File: config.mk
export PLATFORM = sky130hd
export DESIGN_NAME = timgen_seq
export DESIGN_NICKNAME = d
export VERILOG_FILES = /design/src/rtl/timgen_seq.sv
export SDC_FILE = /design/constraint.sdc
export NUM_CORES = 1
export LEC_CHECK = 0
export BUFFER_PORTS_ARGS = -buffer_cell sky130_fd_sc_hd__buf_2
export CORE_MARGIN = 4
export CORE_UTILIZATION = 40
export CTS_CLUSTER_SIZE = 28
export DETAILED_ROUTE_END_ITERATION = 7
export SKIP_CTS_REPAIR_TIMING = 1
export SLEW_MARGIN = 20
export SYNTH_ARGS = -nofsm -noshare
export SYNTH_HDL_FRONTEND = slang
export SYNTH_SLANG_ARGS = --single-unit
File: constraint.sdc
create_clock -name clk_i -period 3.8 [get_ports clk_i]
set_input_delay 1.14 -clock clk_i [delete_from_list [all_inputs] [get_ports clk_i]]
set_output_delay 1.14 -clock clk_i [all_outputs]
set_load 0.05 [all_outputs]
File: src/rtl/timgen_seq.sv
// Capture sequencer between the CPU register block and the CCD/AFE timing generator.
// Issues flush readouts, then real frames, supervising line count and readout timeout.
module timgen_seq #(
   parameter int FLUSH    = 1,
   parameter int LINE_W   = 12,
   parameter int TO_W     = 24,
   parameter int RST_HOLD = 4
) (
   input  logic              clk_i,
   input  logic              rst_i,
   input  logic              cmd_start_i,
   input  logic              cmd_abort_i,
   input  logic [7:0]        cmd_frames_i,
   input  logic [LINE_W-1:0] cmd_lines_i,
   input  logic [TO_W-1:0]   cmd_timeout_i,
   input  logic              tg_done_i,
   input  logic              tg_hsync_i,
   output logic              tg_trigger_o,
   output logic              tg_rst_o,
   output logic              busy_o,
   output logic              frame_valid_o,
   output logic [7:0]        frame_idx_o,
   output logic [LINE_W-1:0] line_cnt_o,
   output logic              err_lines_o,
   output logic              err_timeout_o,
   output logic              irq_o
);

   localparam logic [7:0] FLUSH_INIT = 8'(FLUSH);
   localparam logic       FLUSH_EN   = (FLUSH > 0) ? 1'b1 : 1'b0;
   localparam logic [7:0] HOLD_LAST  = (RST_HOLD > 1) ? 8'(RST_HOLD - 1) : 8'd0;

   typedef enum logic [2:0] {
      S_IDLE  = 3'd0,
      S_TRIG  = 3'd1,
      S_WAIT  = 3'd2,
      S_CHECK = 3'd3,
      S_RECOV = 3'd4,
      S_DONE  = 3'd5
   } state_t;

   state_t            state_q;
   logic              done_q;
   logic              hsync_q;
   logic [LINE_W-1:0] lines_q;
   logic [LINE_W-1:0] hsync_cnt_q;
   logic [LINE_W-1:0] hsync_cnt_d;
   logic [LINE_W-1:0] line_cnt_q;
   logic [TO_W-1:0]   to_lim_q;
   logic [TO_W-1:0]   to_cnt_q;
   logic [7:0]        flush_left_q;
   logic [7:0]        frames_left_q;
   logic [7:0]        frame_num_q;
   logic [7:0]        frame_idx_q;
   logic [7:0]        hold_cnt_q;
   logic              flush_q;
   logic              tg_trigger_q;
   logic              tg_rst_q;
   logic              busy_q;
   logic              frame_valid_q;
   logic              err_lines_q;
   logic              err_timeout_q;
   logic              irq_q;
   logic              done_rise_s;
   logic              hsync_rise_s;
   logic              timeout_hit_s;

   assign done_rise_s   = tg_done_i & ~done_q;
   assign hsync_rise_s  = tg_hsync_i & ~hsync_q;
   assign timeout_hit_s = (to_cnt_q == (to_lim_q - TO_W'(1)));

   // Saturating hsync counter next value
   always_comb begin
      hsync_cnt_d = hsync_cnt_q;
      if (hsync_rise_s && (hsync_cnt_q != {LINE_W{1'b1}})) begin
         hsync_cnt_d = hsync_cnt_q + LINE_W'(1);
      end else begin
         hsync_cnt_d = hsync_cnt_q;
      end
   end

   // Sequencer FSM with registered outputs; abort and errors funnel through RECOV
   always_ff @(posedge clk_i) begin
      if (rst_i) begin
         state_q       <= S_IDLE;
         done_q        <= 1'b0;
         hsync_q       <= 1'b0;
         lines_q       <= {LINE_W{1'b0}};
         hsync_cnt_q   <= {LINE_W{1'b0}};
         line_cnt_q    <= {LINE_W{1'b0}};
         to_lim_q      <= {TO_W{1'b0}};
         to_cnt_q      <= {TO_W{1'b0}};
         flush_left_q  <= 8'd0;
         frames_left_q <= 8'd0;
         frame_num_q   <= 8'd0;
         frame_idx_q   <= 8'd0;
         hold_cnt_q    <= 8'd0;
         flush_q       <= 1'b0;
         tg_trigger_q  <= 1'b0;
         tg_rst_q      <= 1'b0;
         busy_q        <= 1'b0;
         frame_valid_q <= 1'b0;
         err_lines_q   <= 1'b0;
         err_timeout_q <= 1'b0;
         irq_q         <= 1'b0;
      end else begin
         done_q        <= tg_done_i;
         hsync_q       <= tg_hsync_i;
         tg_trigger_q  <= 1'b0;
         frame_valid_q <= 1'b0;
         irq_q         <= 1'b0;
         case (state_q)
            S_IDLE: begin
               tg_rst_q <= 1'b0;
               if (cmd_start_i) begin
                  err_lines_q   <= 1'b0;
                  err_timeout_q <= 1'b0;
                  lines_q       <= cmd_lines_i;
                  to_lim_q      <= (cmd_timeout_i == {TO_W{1'b0}}) ? TO_W'(1) : cmd_timeout_i;
                  flush_left_q  <= FLUSH_INIT;
                  frames_left_q <= (cmd_frames_i == 8'd0) ? 8'd1 : cmd_frames_i;
                  frame_num_q   <= 8'd0;
                  flush_q       <= FLUSH_EN;
                  busy_q        <= 1'b1;
                  tg_trigger_q  <= 1'b1;
                  state_q       <= S_TRIG;
               end else begin
                  busy_q <= 1'b0;
               end
            end
            S_TRIG: begin
               hsync_cnt_q <= {LINE_W{1'b0}};
               to_cnt_q    <= {TO_W{1'b0}};
               if (cmd_abort_i) begin
                  tg_rst_q   <= 1'b1;
                  hold_cnt_q <= 8'd0;
                  state_q    <= S_RECOV;
               end else begin
                  state_q <= S_WAIT;
               end
            end
            S_WAIT: begin
               hsync_cnt_q <= hsync_cnt_d;
               to_cnt_q    <= to_cnt_q + TO_W'(1);
               // priority: abort, then done edge, then timeout
               if (cmd_abort_i) begin
                  tg_rst_q   <= 1'b1;
                  hold_cnt_q <= 8'd0;
                  state_q    <= S_RECOV;
               end else if (done_rise_s) begin
                  state_q <= S_CHECK;
               end else if (timeout_hit_s) begin
                  err_timeout_q <= 1'b1;
                  tg_rst_q      <= 1'b1;
                  hold_cnt_q    <= 8'd0;
                  state_q       <= S_RECOV;
               end else begin
                  state_q <= S_WAIT;
               end
            end
            S_CHECK: begin
               if (cmd_abort_i) begin
                  tg_rst_q   <= 1'b1;
                  hold_cnt_q <= 8'd0;
                  state_q    <= S_RECOV;
               end else begin
                  line_cnt_q <= hsync_cnt_q;
                  if (flush_q) begin
                     flush_left_q <= flush_left_q - 8'd1;
                     flush_q      <= (flush_left_q != 8'd1);
                     tg_trigger_q <= 1'b1;
                     state_q      <= S_TRIG;
                  end else if (hsync_cnt_q != lines_q) begin
                     err_lines_q <= 1'b1;
                     tg_rst_q    <= 1'b1;
                     hold_cnt_q  <= 8'd0;
                     state_q     <= S_RECOV;
                  end else begin
                     frame_valid_q <= 1'b1;
                     frame_idx_q   <= frame_num_q;
                     frame_num_q   <= frame_num_q + 8'd1;
                     frames_left_q <= frames_left_q - 8'd1;
                     if (frames_left_q == 8'd1) begin
                        irq_q   <= 1'b1;
                        state_q <= S_DONE;
                     end else begin
                        tg_trigger_q <= 1'b1;
                        state_q      <= S_TRIG;
                     end
                  end
               end
            end
            S_RECOV: begin
               if (hold_cnt_q == HOLD_LAST) begin
                  tg_rst_q <= 1'b0;
                  irq_q    <= 1'b1;
                  state_q  <= S_DONE;
               end else begin
                  tg_rst_q   <= 1'b1;
                  hold_cnt_q <= hold_cnt_q + 8'd1;
               end
            end
            S_DONE: begin
               busy_q  <= 1'b0;
               state_q <= S_IDLE;
            end
            default: begin
               busy_q   <= 1'b0;
               tg_rst_q <= 1'b0;
               state_q  <= S_IDLE;
            end
         endcase
      end
   end

   assign tg_trigger_o  = tg_trigger_q;
   assign tg_rst_o      = tg_rst_q;
   assign busy_o        = busy_q;
   assign frame_valid_o = frame_valid_q;
   assign frame_idx_o   = frame_idx_q;
   assign line_cnt_o    = line_cnt_q;
   assign err_lines_o   = err_lines_q;
   assign err_timeout_o = err_timeout_q;
   assign irq_o         = irq_q;

endmodule

## After elaboration in Yosys (flattened, before gate mapping)

Cells that the tools add are included.

- Bits in registers: 137
- Logic and storage cells: 158

- Mux-type cells: 71
- Add/sub/neg operators: 7
- Equality and inequality tests: 28
- Reduce and logical (&&, ||, !) cells: 22
- Bitwise gates (word level): 9

Operator list:

| operator | number |
|---|---|
| 8-bit two-way mux | 20 |
| 24-bit case mux with 2 select lines | 1 |
| 8-bit case mux with 2 select lines | 3 |
| 8-bit case mux with 4 select lines | 1 |
| 3-bit two-way mux | 10 |
| 2-bit inequality test (second input constant) | 13 |
| 1-bit two-way mux | 25 |
| 24-bit by 1-bit adder with 24-bit output (second input constant) | 1 |
| 24-bit equality test | 1 |
| 24-bit zero test | 1 |
| 24-bit two-way mux | 1 |
| 12-bit case mux with 2 select lines | 1 |
| 24-bit by 1-bit subtractor with 24-bit output (second input constant) | 1 |
| 8-bit by 1-bit adder with 8-bit output (second input constant) | 2 |
| 8-bit by 1-bit subtractor with 8-bit output (second input constant) | 2 |
| 3-bit case mux with 5 select lines | 1 |
| 5-bit AND reduction | 3 |
| 12-bit by 1-bit adder with 12-bit output (second input constant) | 1 |
| 12-bit two-way mux | 1 |
| 12-bit inequality test | 1 |
| 12-bit inequality test (second input constant) | 1 |
| 3-bit inequality test (second input constant) | 4 |
| 1-bit case mux with 2 select lines | 6 |
| 8-bit by 1-bit equality test with 1-bit output (second input constant) | 1 |
| 19 further kinds | 35 |

## Logic depth before layout (Yosys ltp)

Gate-level depths: netlist (run 1).

- Word-level depth: 6
- Gate-level depth with buffers: 10
- Gate-level depth less buffers: 10

## Least setup slack after synthesis (run 1)

No wires, ideal clock.

- Path kind: register to register
- Start: register to_lim_q[2]
- End: register tg_rst_q (netlist: tg_rst_o)
- Setup slack: 0.790 ns
- Required time: 3.668 ns
- Stages on the path, launching flop included: 11
- Clock period less this slack: 3.010 ns
- Library setup time: 0.132 ns
- Arrival time: 2.877 ns
- Cells stage by stage: dfxtp_1 buf_6 or4_4 buf_6 or4_4 nor2_4 o2111ai_1 a2111oi_2 nand4b_2 o41ai_1 a21oi_1

- Word-level cells in the longest chain between the ends: 4

Ends and longest elaborated chain:

| item | RTL line | source |
|---|---|---|
| start, declared | 49 | `logic [TO_W-1:0] to_lim_q;` |
| start signal, assigned | 91 | `to_lim_q <= {TO_W{1'b0}};` |
| start signal, assigned | 119 | `to_lim_q <= (cmd_timeout_i == {TO_W{1'b0}}) ? TO_W'(1) : cmd_timeout_i;` |
| 24-bit by 1-bit subtractor with 24-bit output | 70 | `assign timeout_hit_s = (to_cnt_q == (to_lim_q - TO_W'(1)));` |
| 24-bit equality test | 70 |  |
| 3-bit inequality test (no source line) | n/a |  |
| 6-bit AND reduction (no source line) | n/a |  |
| end signal, assigned | 100 | `tg_rst_q <= 1'b0;` |
| end signal, assigned | 114 | `tg_rst_q <= 1'b0;` |
| end signal, assigned | 135 | `tg_rst_q <= 1'b1;` |
| end, declared | 58 | `logic tg_rst_q;` |

No other way between the ends.
A chain may end at the register's enable or synchronous reset.

## Worst setup path in the final report (run 1)

- Start: register to_lim_q[0]
- End: register hold_cnt_q[6]

- Word-level cells in the longest chain between the ends: 4

Ends and longest elaborated chain:

| item | RTL line | source |
|---|---|---|
| 24-bit by 1-bit subtractor with 24-bit output | 70 |  |
| 24-bit equality test | 70 |  |
| 3-bit inequality test (no source line) | n/a |  |
| 7-bit AND reduction (no source line) | n/a |  |
| end signal, assigned | 200 | `hold_cnt_q <= hold_cnt_q + 8'd1;` |
| end, declared | 55 | `logic [7:0] hold_cnt_q;` |

No other way between the ends.

==> results.py, run 1 <==
metrics = {
    "cts": {
        "cts_tree": "built",
        "cts_root_buf": "clkbuf_16",
        "cts_made_buffers": 17,
        "clock_sinks": 137,
        "cts-htree-levels": 4,
        "clockBufferDepth": 2,
        "worstSkewPairLatency_ns": 0.42,
        "clk_pin_slew_ns": 0.06,
    },
    "critical_path": {
        "reg2regPathDepth": 9,
        "critPathSlowestCell": "or3b_2",
        "cpPeakStageDelay_ns": 0.52,
        "r2r_start": "to_lim_q[0]",
        "critical_path_depth": 9,
        "r2r_setup_slack_ns": 0.48,
        "critPathCapture": "hold_cnt_q[6]",
        "end_kind": "flop",
        "startpoint": "to_lim_q[0]",
        "worst-path-max-fanout": 8,
        "path_class": "flop to flop",
        "crit_buf_inv": 1,
        "cp-start-kind": "flop",
        "cp.arrival_ns": 3.60,
        "timing.rr.end": "hold_cnt_q[6]",
        "crit_chain": "inv_1 > ha_1 > or3b_2 > nor4_1 > a31oi_1 > a2111oi_0 > nand4b_2 > a21oi_4 > a311oi_1",
        "path_delay_family": "simple AND/OR/NAND/NOR gates",
        "required_ns": 4.08,
    },
    "finish": {
        "area_delta_synth_final_pct": 17.7,
        "final_common_cell": "dfxtp_1",
        "fin_area_um2": 7990,
        "nNetsFinal": 951,
        "n_antenna_cell": 0,
        "layout.cells.most_common_list": "137 x dfxtp_1, 107 x nor2_1, 104 x nand2_1",
        "layout-drive-gt1-share_pct": 15.6,
    },
    "power": {
        "power_frac_comb_pct": 17.4,
        "p_leak_nw": 3.18,
        "p_sw_share_pct": 28.8,
        "clockPowerShare_pct": 43.1,
        "ir_worst_vdd_mv": 0.326,
        "p_seq_share_pct": 39.5,
        "power_density_nw_per_um2": 510,
        "switchingPower_mw": 1.17,
        "intPower_mw": 2.90,
    },
    "global_route": {
        "grtUsageTotal_pct": 18.1,
        "grt_pass1_wl_um": 28700,
        "grt_overflow": 0,
        "antenna_found_initial": 0,
        "grt_pass1_vias": 5694,
        "grt_max_degree": 32,
    },
    "logic_synthesis": {
        "synth_cell_type_count": 64,
        "synthArstFlopShare_pct": 0,
        "synth_edf_count": 0,
        "synth_top_family_by_area": "simple AND/OR/NAND/NOR gates",
        "synth_xor_area_share_pct": 8.13,
        "synth_compound_area_share_pct": 16.8,
        "ys_warn_count": 0,
        "synthFlopType": "dfxtp_1",
        "synthAdderAreaFrac_pct": 1.66,
        "netlist_area_um2": 6790,
        "seq_area_frac_synth_pct": 40.4,
        "synthMuxAreaShare_pct": 2.62,
        "synth_nets": 892,
        "synthSimpleGateAreaFrac_pct": 26.7,
        "ys_ff_latch": 137,
        "netlist_instances": 833,
        "synth.avg_cell_area_um2": 8.15,
    },
    "floorplanning": {
        "coreArea_um2": 16600,
        "rows": 47,
        "die-height_um": 138,
        "ios": 77,
        "initial_core_util_pct": 40.9,
        "chipWidth_um": 138,
        "dieArea_um2": 19100,
    },
    "sta": {
        "slew_headroom_pct": 57.6,
        "post-route-period-util_pct": 87.5,
        "maxSlewViolCount": 0,
        "worst_slew_pin_slew_ns": 0.635,
        "hold_viol_final": 0,
        "setup_viol": 0,
        "tns_ns": 0,
        "fin_skew_ns": 0.00846,
        "fmax_mhz": 301,
        "rsz0062_at_grt": "no",
        "min_period_ns": 3.32,
    },
    "place": {
        "place.port_buffers": 76,
        "placed_area_um2": 7370,
        "hpwl_um": 12200,
        "gp_congestion": 0.926,
    },
    "routing": {
        "firstDrtPassIters": 5,
        "drtIter0Drc": 334,
        "vias": 5958,
        "post_drt_wl_per_cell_um": 15.2,
        "wl_um": 17100,
        "drcViolationCount": 0,
        "ant_nets": 0,
        "vias_per_cell": 5.30,
    },
    "hold_path": {
        "hold_class": "flop to flop",
    },
    "run_status": {
        "status": "completed",
    },
    "run": {
        "maxCapViolCount": 0,
    },
}
## worst min-delay path by stage
stage | startpoint | end | slack, ns | depth (start not counted)
floorplan | hold_cnt_q[7] | hold_cnt_q[7] | 0.44 | 1
global placement | line_cnt_o[11] | line_cnt_o[11] | 0.44 | 2
detailed placement | line_cnt_o[10] | line_cnt_o[10] | 0.44 | 2
CTS | line_cnt_o[10] | line_cnt_o[10] | 0.45 | 2
global route | line_cnt_o[1] | line_cnt_o[1] | 0.47 | 2
finish | line_cnt_o[10] | line_cnt_o[10] | 0.45 | 2
## state kept, by name (all words and copies together) (netlist names), 12 cells and up
name	count
to_lim_q	24
hsync_cnt_q	12
to_cnt_q	24
line_cnt_o	12
lines_q	12
## cell type report
class | count | area [µm²]
fill | 1650 | 8600
multi-input combinational | 633 | 3800
sequential | 137 | 2740
timing repair buffer | 90 | 498
clock buffer | 18 | 429
tap | 220 | 275
clock inverter | 13 | 193
inverter | 13 | 48.8
## cell usage after synthesis (5+ instances only)
cell | n | area [µm²]
a211oi_1 | 13 | 97.6
a21oi_1 | 69 | 345
a22o_1 | 17 | 149
a311oi_1 | 5 | 43.8
a31oi_1 | 5 | 31.3
and3_1 | 11 | 68.8
clkbuf_1 | 48 | 180
dfxtp_1 | 137 | 2740
ha_1 | 9 | 113
inv_1 | 13 | 48.8
mux2_2 | 6 | 67.6
mux2i_1 | 11 | 110
nand2_1 | 104 | 390
nand2b_1 | 8 | 50.1
nand3_1 | 31 | 155
nand3b_1 | 8 | 60.1
nand4_1 | 15 | 93.8
nor2_1 | 107 | 402
nor3_1 | 19 | 95.1
nor4_1 | 21 | 131
o211ai_1 | 5 | 37.5
o21a_1 | 10 | 75.1
o21ai_0 | 17 | 85.1
or3_1 | 13 | 81.3
or4_1 | 5 | 37.5
xnor2_1 | 27 | 236
xor2_1 | 36 | 315
## cells by family (layout without fill, tap and decap cells)
kind of cell,count (synthesis),in the layout
buffers and inverters,63,134
adders and majority gates,9,9
DFF,137,137
AOI/OAI and AO/OA,172,172
xor gates and xnor gates,63,63
muxes,17,17
and+or+nand+nor,372,372
## worst reg2reg max path, delay by kind of cell, from the launching register on
family                   cells  cell delay [ns]
AND/OR/NAND/NOR              3             1.36
AO/OA/AOI/OAI                4             1.12
flip-flops                   1             0.35
adder cells (fa/ha/maj)      1             0.25
buffers and inverters        1             0.10
## per-layer routing
metal	GRT usage [%]	routed length, µm	vias up
met2	28.7	7760	114
met5	0	0	-
met4	4.68	212	0
met3	4.56	691	18
li1	-	-	3085
met1	24.8	8480	2741
## through the flow
| step | utilization, % | hold slack, ns | worst slack [ns] | instances | power, mW |
|---|---|---|---|---|---|
| global route | 48.2 | 0.475 | 0.160 | 1124 | 4.28 |
| global placement | 44.4 | 0.445 | 0.466 | 1093 | 2.35 |
| CTS | 48.2 | 0.453 | 0.446 | 1124 | 4.11 |
| floorplan | - | 0.439 | 0.790 | 833 | 2.15 |
| finish | 48.2 | 0.450 | 0.475 | 1124 | 4.08 |
| detailed placement | 44.4 | 0.445 | 0.475 | 1093 | 2.35 |
## power groups by stage
stage               sequential [mW]  clock (mW)  combinational [mW]
detailed placement             1.64           0               0.706
floorplan                      1.61           0               0.539
finish                         1.61        1.76               0.708
CTS                            1.61        1.79               0.712
global route                   1.63        1.86               0.795
global placement               1.64           0               0.708
No activity file was read; power rests on OpenSTA's default activity.
==> run 2: changes to the inputs <==
--- a/config.mk
+++ b/config.mk
@@ -8,2 +8,3 @@
 export BUFFER_PORTS_ARGS = -buffer_cell sky130_fd_sc_hd__buf_2
+export CORE_ASPECT_RATIO = 0.6
 export CORE_MARGIN = 4
==> constraint.sdc (replaced) <==
create_clock -name clk_i -period 3.8 [get_ports clk_i]
set_input_delay 0.57 -clock clk_i [delete_from_list [all_inputs] [get_ports clk_i]]
set_output_delay 0.57 -clock clk_i [all_outputs]
set_load 0.05 [all_outputs]
==> run 2 against run 1 <==
Against the previous run:
- global-route usage up 0.39 points
- cell count grew 0.53%
- clock power fell by 11%
- register-to-register slack got worse by 0.15 ns
- sequential power is essentially flat
- maximum frequency is 4.3% lower
- clock skew is 0.0075 ns higher
- cell area shrank 1.0%
- via count rose by 1.4%
==> results.py, run 2 (synthesized netlist as in run 1, its figures left out) <==
metrics = {
    "global_route": {
        "grt-busiest-layer": "met1",
        "grt_pass1_wl_um": 28800,
        "use_met1_pct": 29.8,
        "grtUsageTotal_pct": 18.5,
        "grt_max_degree": 65,
        "grt_pass1_vias": 5424,
        "grt_overflow": 0,
        "grtUsageMet3_pct": 4.61,
        "gr-usage-met2_pct": 24.3,
        "antenna_found_initial": 0,
    },
    "place": {
        "placed_area_um2": 7340,
        "dpl.cell_count": 1098,
        "place.port_buffers": 76,
        "gp_congestion": 0.891,
        "hpwl_um": 12800,
    },
    "power": {
        "clockPowerShare_pct": 40.5,
        "p_leak_nw": 3.13,
        "ir_worst_vdd_mv": 0.284,
        "p_sw_share_pct": 31.7,
        "power_density_nw_per_um2": 492,
        "switchingPower_mw": 1.23,
        "intPower_mw": 2.66,
        "p_seq_share_pct": 41.6,
        "power_frac_comb_pct": 17.9,
    },
    "run": {
        "maxCapViolCount": 0,
    },
    "finish": {
        "layout-drive-gt1-share_pct": 15.5,
        "fin_area_um2": 7910,
        "ff_latch_area_um2": 2740,
        "top_regs": "to_cnt_q (24), to_lim_q (24)",
        "nFillCells": 1576,
        "area_delta_synth_final_pct": 16.4,
        "layout.cells.most_common_list": "137 x dfxtp_1, 107 x nor2_1, 104 x nand2_1",
        "final_cells": 1130,
        "nNetsFinal": 948,
        "n_antenna_cell": 0,
        "final_common_cell": "dfxtp_1",
        "multi_input_area_um2": 3800,
    },
    "critical_path": {
        "cp-start-kind": "flop",
        "cp.arrival_ns": 3.81,
        "end_kind": "flop",
        "path_class": "flop to flop",
        "required_ns": 4.13,
        "worst-path-max-fanout": 8,
    },
    "floorplanning": {
        "die-height_um": 109,
        "ios": 77,
        "dieArea_um2": 19200,
        "rows": 36,
        "coreArea_um2": 16400,
        "initial_core_util_pct": 41.3,
        "chipWidth_um": 176,
    },
    "cts": {
        "worstSkewPairLatency_ns": 0.42,
        "cts-htree-levels": 4,
        "cts_tree": "built",
        "clock_sinks": 137,
        "clockBufferDepth": 2,
        "cts_made_buffers": 17,
        "cts_root_buf": "clkbuf_16",
        "clk_pin_slew_ns": 0.07,
    },
    "routing": {
        "firstDrtPassIters": 5,
        "drtIter0Drc": 499,
        "ant_nets": 0,
        "drcViolationCount": 0,
        "post_drt_wl_per_cell_um": 15.5,
        "vias": 6043,
        "wl_um": 17500,
        "vias_per_cell": 5.35,
    },
    "sta": {
        "slew_headroom_pct": 54.2,
        "min_period_ns": 3.47,
        "setup_viol": 0,
        "fmax_mhz": 288,
        "fin_skew_ns": 0.0160,
        "worst_slew_pin_slew_ns": 0.688,
        "maxSlewViolCount": 0,
        "rsz0062_at_grt": "no",
        "hold_slack_ns": 0.375,
        "tns_ns": 0,
        "hold_viol_final": 0,
        "post-route-period-util_pct": 91.4,
    },
    "run_status": {
        "status": "completed",
    },
    "hold_path": {
        "hold_class": "input port to flop",
    },
}
run 2: area by class of cell:
class / count / area share (%)
Inverter: 13 / 0.617
Timing Repair Buffer: 87 / 5.89
Clock inverter: 15 / 1.73
Sequential cell: 137 / 34.7
Tap cell: 228 / 3.61
Multi-Input combinational cell: 633 / 48.1
Clock buffer: 17 / 5.38
run 2: critical path, stage by stage, from the launching register on:
cell       delay [ns]
dfxtp_1          0.36
inv_1            0.09
ha_1             0.27
or3b_2           0.51
nor4_1           0.57
a31oi_1          0.17
a2111oi_0        0.49
nand4b_2         0.33
a21oi_4          0.39
mux2i_1          0.22
run 2: metrics by stage:
step                      util [%]  worst slack, ns  total power, mW
final                         48.1            0.327             3.89
after global placement        44.7            0.443             2.34
after detailed placement      44.7            0.396             2.34
after CTS                     48.1            0.336             3.91
after global routing          48.1            0.138             4.08
after floorplan                  -            0.790             2.15
run 2: path summary, 6_finish.rpt:
path	end	slack [ns]	cells after the start	startpoint
worst max register to register	hold_cnt_q[1]	0.33	9	to_lim_q[0]
worst max-delay path	hold_cnt_q[1]	0.33	9	to_lim_q[0]
worst min-delay path	to_lim_q[13]	0.37	2	cmd_timeout_i[13]
worst min register to register	line_cnt_o[0]	0.45	2	line_cnt_o[0]
run 2: layer usage:
layer,routed length [µm],vias to the layer above,share of wire (%)
met2,6590,156,38
li1,-,3067,-
met1,9760,2812,56
met3,1040,8,5.9
met5,0,-,0
met4,100,0,0.57
run 2: power groups by stage:
stage                     combinational, mW  clock [mW]  sequential, mW
after floorplan                       0.539           0            1.61
after global placement                0.695           0            1.65
after detailed placement              0.691           0            1.65
after CTS                             0.696        1.60            1.61
after global routing                  0.774        1.68            1.63
final                                 0.697        1.57            1.62
==> run 3: changes to the inputs <==
CELL_PAD_IN_SITES_DETAIL_PLACEMENT = 1   (was default)
CELL_PAD_IN_SITES_GLOBAL_PLACEMENT = 1   (was default)
GPL_ROUTABILITY_DRIVEN = 0   (was default)
GPL_TIMING_DRIVEN = 0   (was default)
PLACE_DENSITY_LB_ADDON = 0.1   (was default)
==> run 3 against run 2 <==
Against the previous run:
- first-iteration DRC count down 20%
- cell count up 3.4%
- hold slack worse by 0.0029 ns
- sequential power about the same
- global-route usage up 5.3 points
- power up 4.7%
- wire length up 30%
- critical path depth up 1
- largest cell class unchanged
- largest power group is now the clock network
- highest routed layer unchanged
==> results.py, run 3 (synthesized netlist as in run 1, its figures left out) <==
metrics = {
    "routing": {
        "firstDrtPassIters": 5,
        "vias": 6648,
        "post_drt_wl_per_cell_um": 19.5,
        "ant_nets": 0,
        "wl_um": 22800,
        "vias_per_cell": 5.69,
        "drtIter0Drc": 400,
        "drcViolationCount": 0,
    },
    "floorplanning": {
        "coreArea_um2": 16400,
        "die-height_um": 109,
        "dieArea_um2": 19200,
        "initial_core_util_pct": 41.3,
        "ios": 77,
        "chipWidth_um": 176,
        "rows": 36,
    },
    "global_route": {
        "grtUsageTotal_pct": 23.8,
        "grt_pass1_wl_um": 35700,
        "grt_max_degree": 17,
        "grt_overflow": 0,
        "antenna_found_initial": 0,
        "grt_pass1_vias": 6627,
    },
    "place": {
        "hpwl_um": 17100,
        "place.port_buffers": 75,
    },
    "power": {
        "switchingPower_mw": 1.34,
        "p_leak_nw": 3.15,
        "intPower_mw": 2.73,
        "power_mw": 4.07,
        "p_sw_share_pct": 32.9,
        "power_frac_comb_pct": 20.0,
        "power_density_nw_per_um2": 506,
        "ir_worst_vdd_mv": 0.258,
        "clockPowerShare_pct": 40.9,
        "p_seq_share_pct": 39.2,
    },
    "cts": {
        "worstSkewPairLatency_ns": 0.43,
        "clock_sinks": 137,
        "clockBufferDepth": 2,
        "clk_pin_slew_ns": 0.07,
        "cts_tree": "built",
        "cts_root_buf": "clkbuf_16",
        "cts_made_buffers": 17,
        "cts-htree-levels": 4,
    },
    "critical_path": {
        "r2r_start": "to_lim_q[0]",
        "path_class": "flop to flop",
        "r2r_setup_slack_ns": 0.29,
        "reg2regPathDepth": 10,
        "crit_buf_inv": 1,
        "cp-start-kind": "flop",
        "timing.rr.end": "tg_rst_o",
        "startpoint": "to_lim_q[0]",
        "worst-path-max-fanout": 6,
        "crit_chain": "inv_1 > ha_1 > nor3b_1 > nand2_1 > mux2i_1 > o2111ai_1 > a2111oi_2 > nand4b_2 > o41ai_1 > a21oi_1",
        "cpPeakStageDelay_ns": 0.64,
        "cp.arrival_ns": 3.79,
        "path_delay_family": "simple AND/OR/NAND/NOR gates",
        "required_ns": 4.08,
        "end_kind": "flop",
        "critPathSlowestCell": "nor3b_1",
    },
    "sta": {
        "min_period_ns": 3.51,
        "worst_slew_pin_slew_ns": 1.21,
        "setup_viol": 0,
        "fin_skew_ns": 0.0119,
        "rsz0062_at_grt": "no",
        "hold_viol_final": 0,
        "maxSlewViolCount": 0,
        "slew_headroom_pct": 18.4,
        "tns_ns": 0,
        "post-route-period-util_pct": 92.5,
        "fmax_mhz": 285,
    },
    "finish": {
        "final_util_pct": 48.9,
        "layout.cells.most_common_list": "137 x dfxtp_1, 106 x nor2_1, 104 x nand2_1",
        "area_delta_synth_final_pct": 18.4,
        "n_antenna_cell": 0,
        "final_common_cell": "dfxtp_1",
        "layout-drive-gt1-share_pct": 13.9,
        "nNetsFinal": 986,
        "top_regs": "to_cnt_q (24), to_lim_q (24)",
    },
    "hold_path": {
        "whs_path_depth": 2,
        "hold_class": "input port to flop",
        "min-delay-start": "cmd_timeout_i[7]",
        "whs_endpoint": "to_lim_q[7]",
    },
    "run": {
        "maxCapViolCount": 0,
    },
    "run_status": {
        "status": "completed",
    },
}
## run 3: cell types whose count changed in the layout (fill, tap and decap cells not counted), sizes merged
cell | previous run | this run
bufinv | 0 | 1
buf | 87 | 77
inv | 19 | 21
clkinv | 6 | 4
clkinvlp | 3 | 2
clkbuf | 17 | 65
## run 3: worst register-to-register path, cell delays in order (launching register included)
cell       delay, ns
dfxtp_1         0.36
inv_1           0.11
ha_1            0.28
nor3b_1         0.64
nand2_1         0.35
mux2i_1         0.24
o2111ai_1       0.15
a2111oi_2       0.42
nand4b_2        0.26
o41ai_1         0.46
a21oi_1         0.11
## run 3: metrics by stage
step	cell area (µm²)	cells	hold WS, ns	worst slack, ns
floorplan	6790	833	0.439	0.790
global placement	7450	1136	0.445	0.194
detailed placement	7450	1136	0.447	0.184
CTS	8030	1168	0.365	0.244
global route	8040	1168	0.368	0.0566
finish	8040	1168	0.372	0.286
## run 3: power groups by stage
| stage | clock (mW) | combinational (mW) | sequential (mW) |
|---|---|---|---|
| 6_report | 1.66 | 0.813 | 1.59 |
| 5_1_grt | 1.75 | 0.889 | 1.60 |
| 4_1_cts | 1.68 | 0.799 | 1.59 |
| 3_5_place_dp | 0 | 0.788 | 1.62 |
| 3_3_place_gp | 0 | 0.754 | 1.62 |
| 2_1_floorplan | 0 | 0.539 | 1.61 |
## run 3: final cells by class
cell class	count	area [µm²]
Multi-Input combinational cell	633	3800
Inverter	13	48.8
Buffer	50	203
Fill cell	2015	8400
Sequential cell	137	2740
Tap cell	228	285
Timing Repair Buffer	75	375
Clock buffer	17	425
Clock inverter	15	156
## run 3: routing by layer
layer  wire length (µm)  track usage, %  share of wire, %  vias to the layer above
met2               9600            36.0                42                      201
met5                  0               0                 0                        -
met4                350            6.67               1.5                        0
met1              11400            34.4                50                     3263
met3               1400            5.06               6.1                       33
li1                   -               -                 -                     3151
## run 3: how the worst max path moves through the flow
stage          cells past startpoint           end  slack, ns
6_report                          10      tg_rst_o       0.29
5_1_grt                           10      tg_rst_o       0.06
4_1_cts                            9      tg_rst_o       0.24
3_5_place_dp                       7  to_lim_q[16]       0.18
3_3_place_gp                       7  to_lim_q[22]       0.19
2_1_floorplan                     10      tg_rst_o       0.79
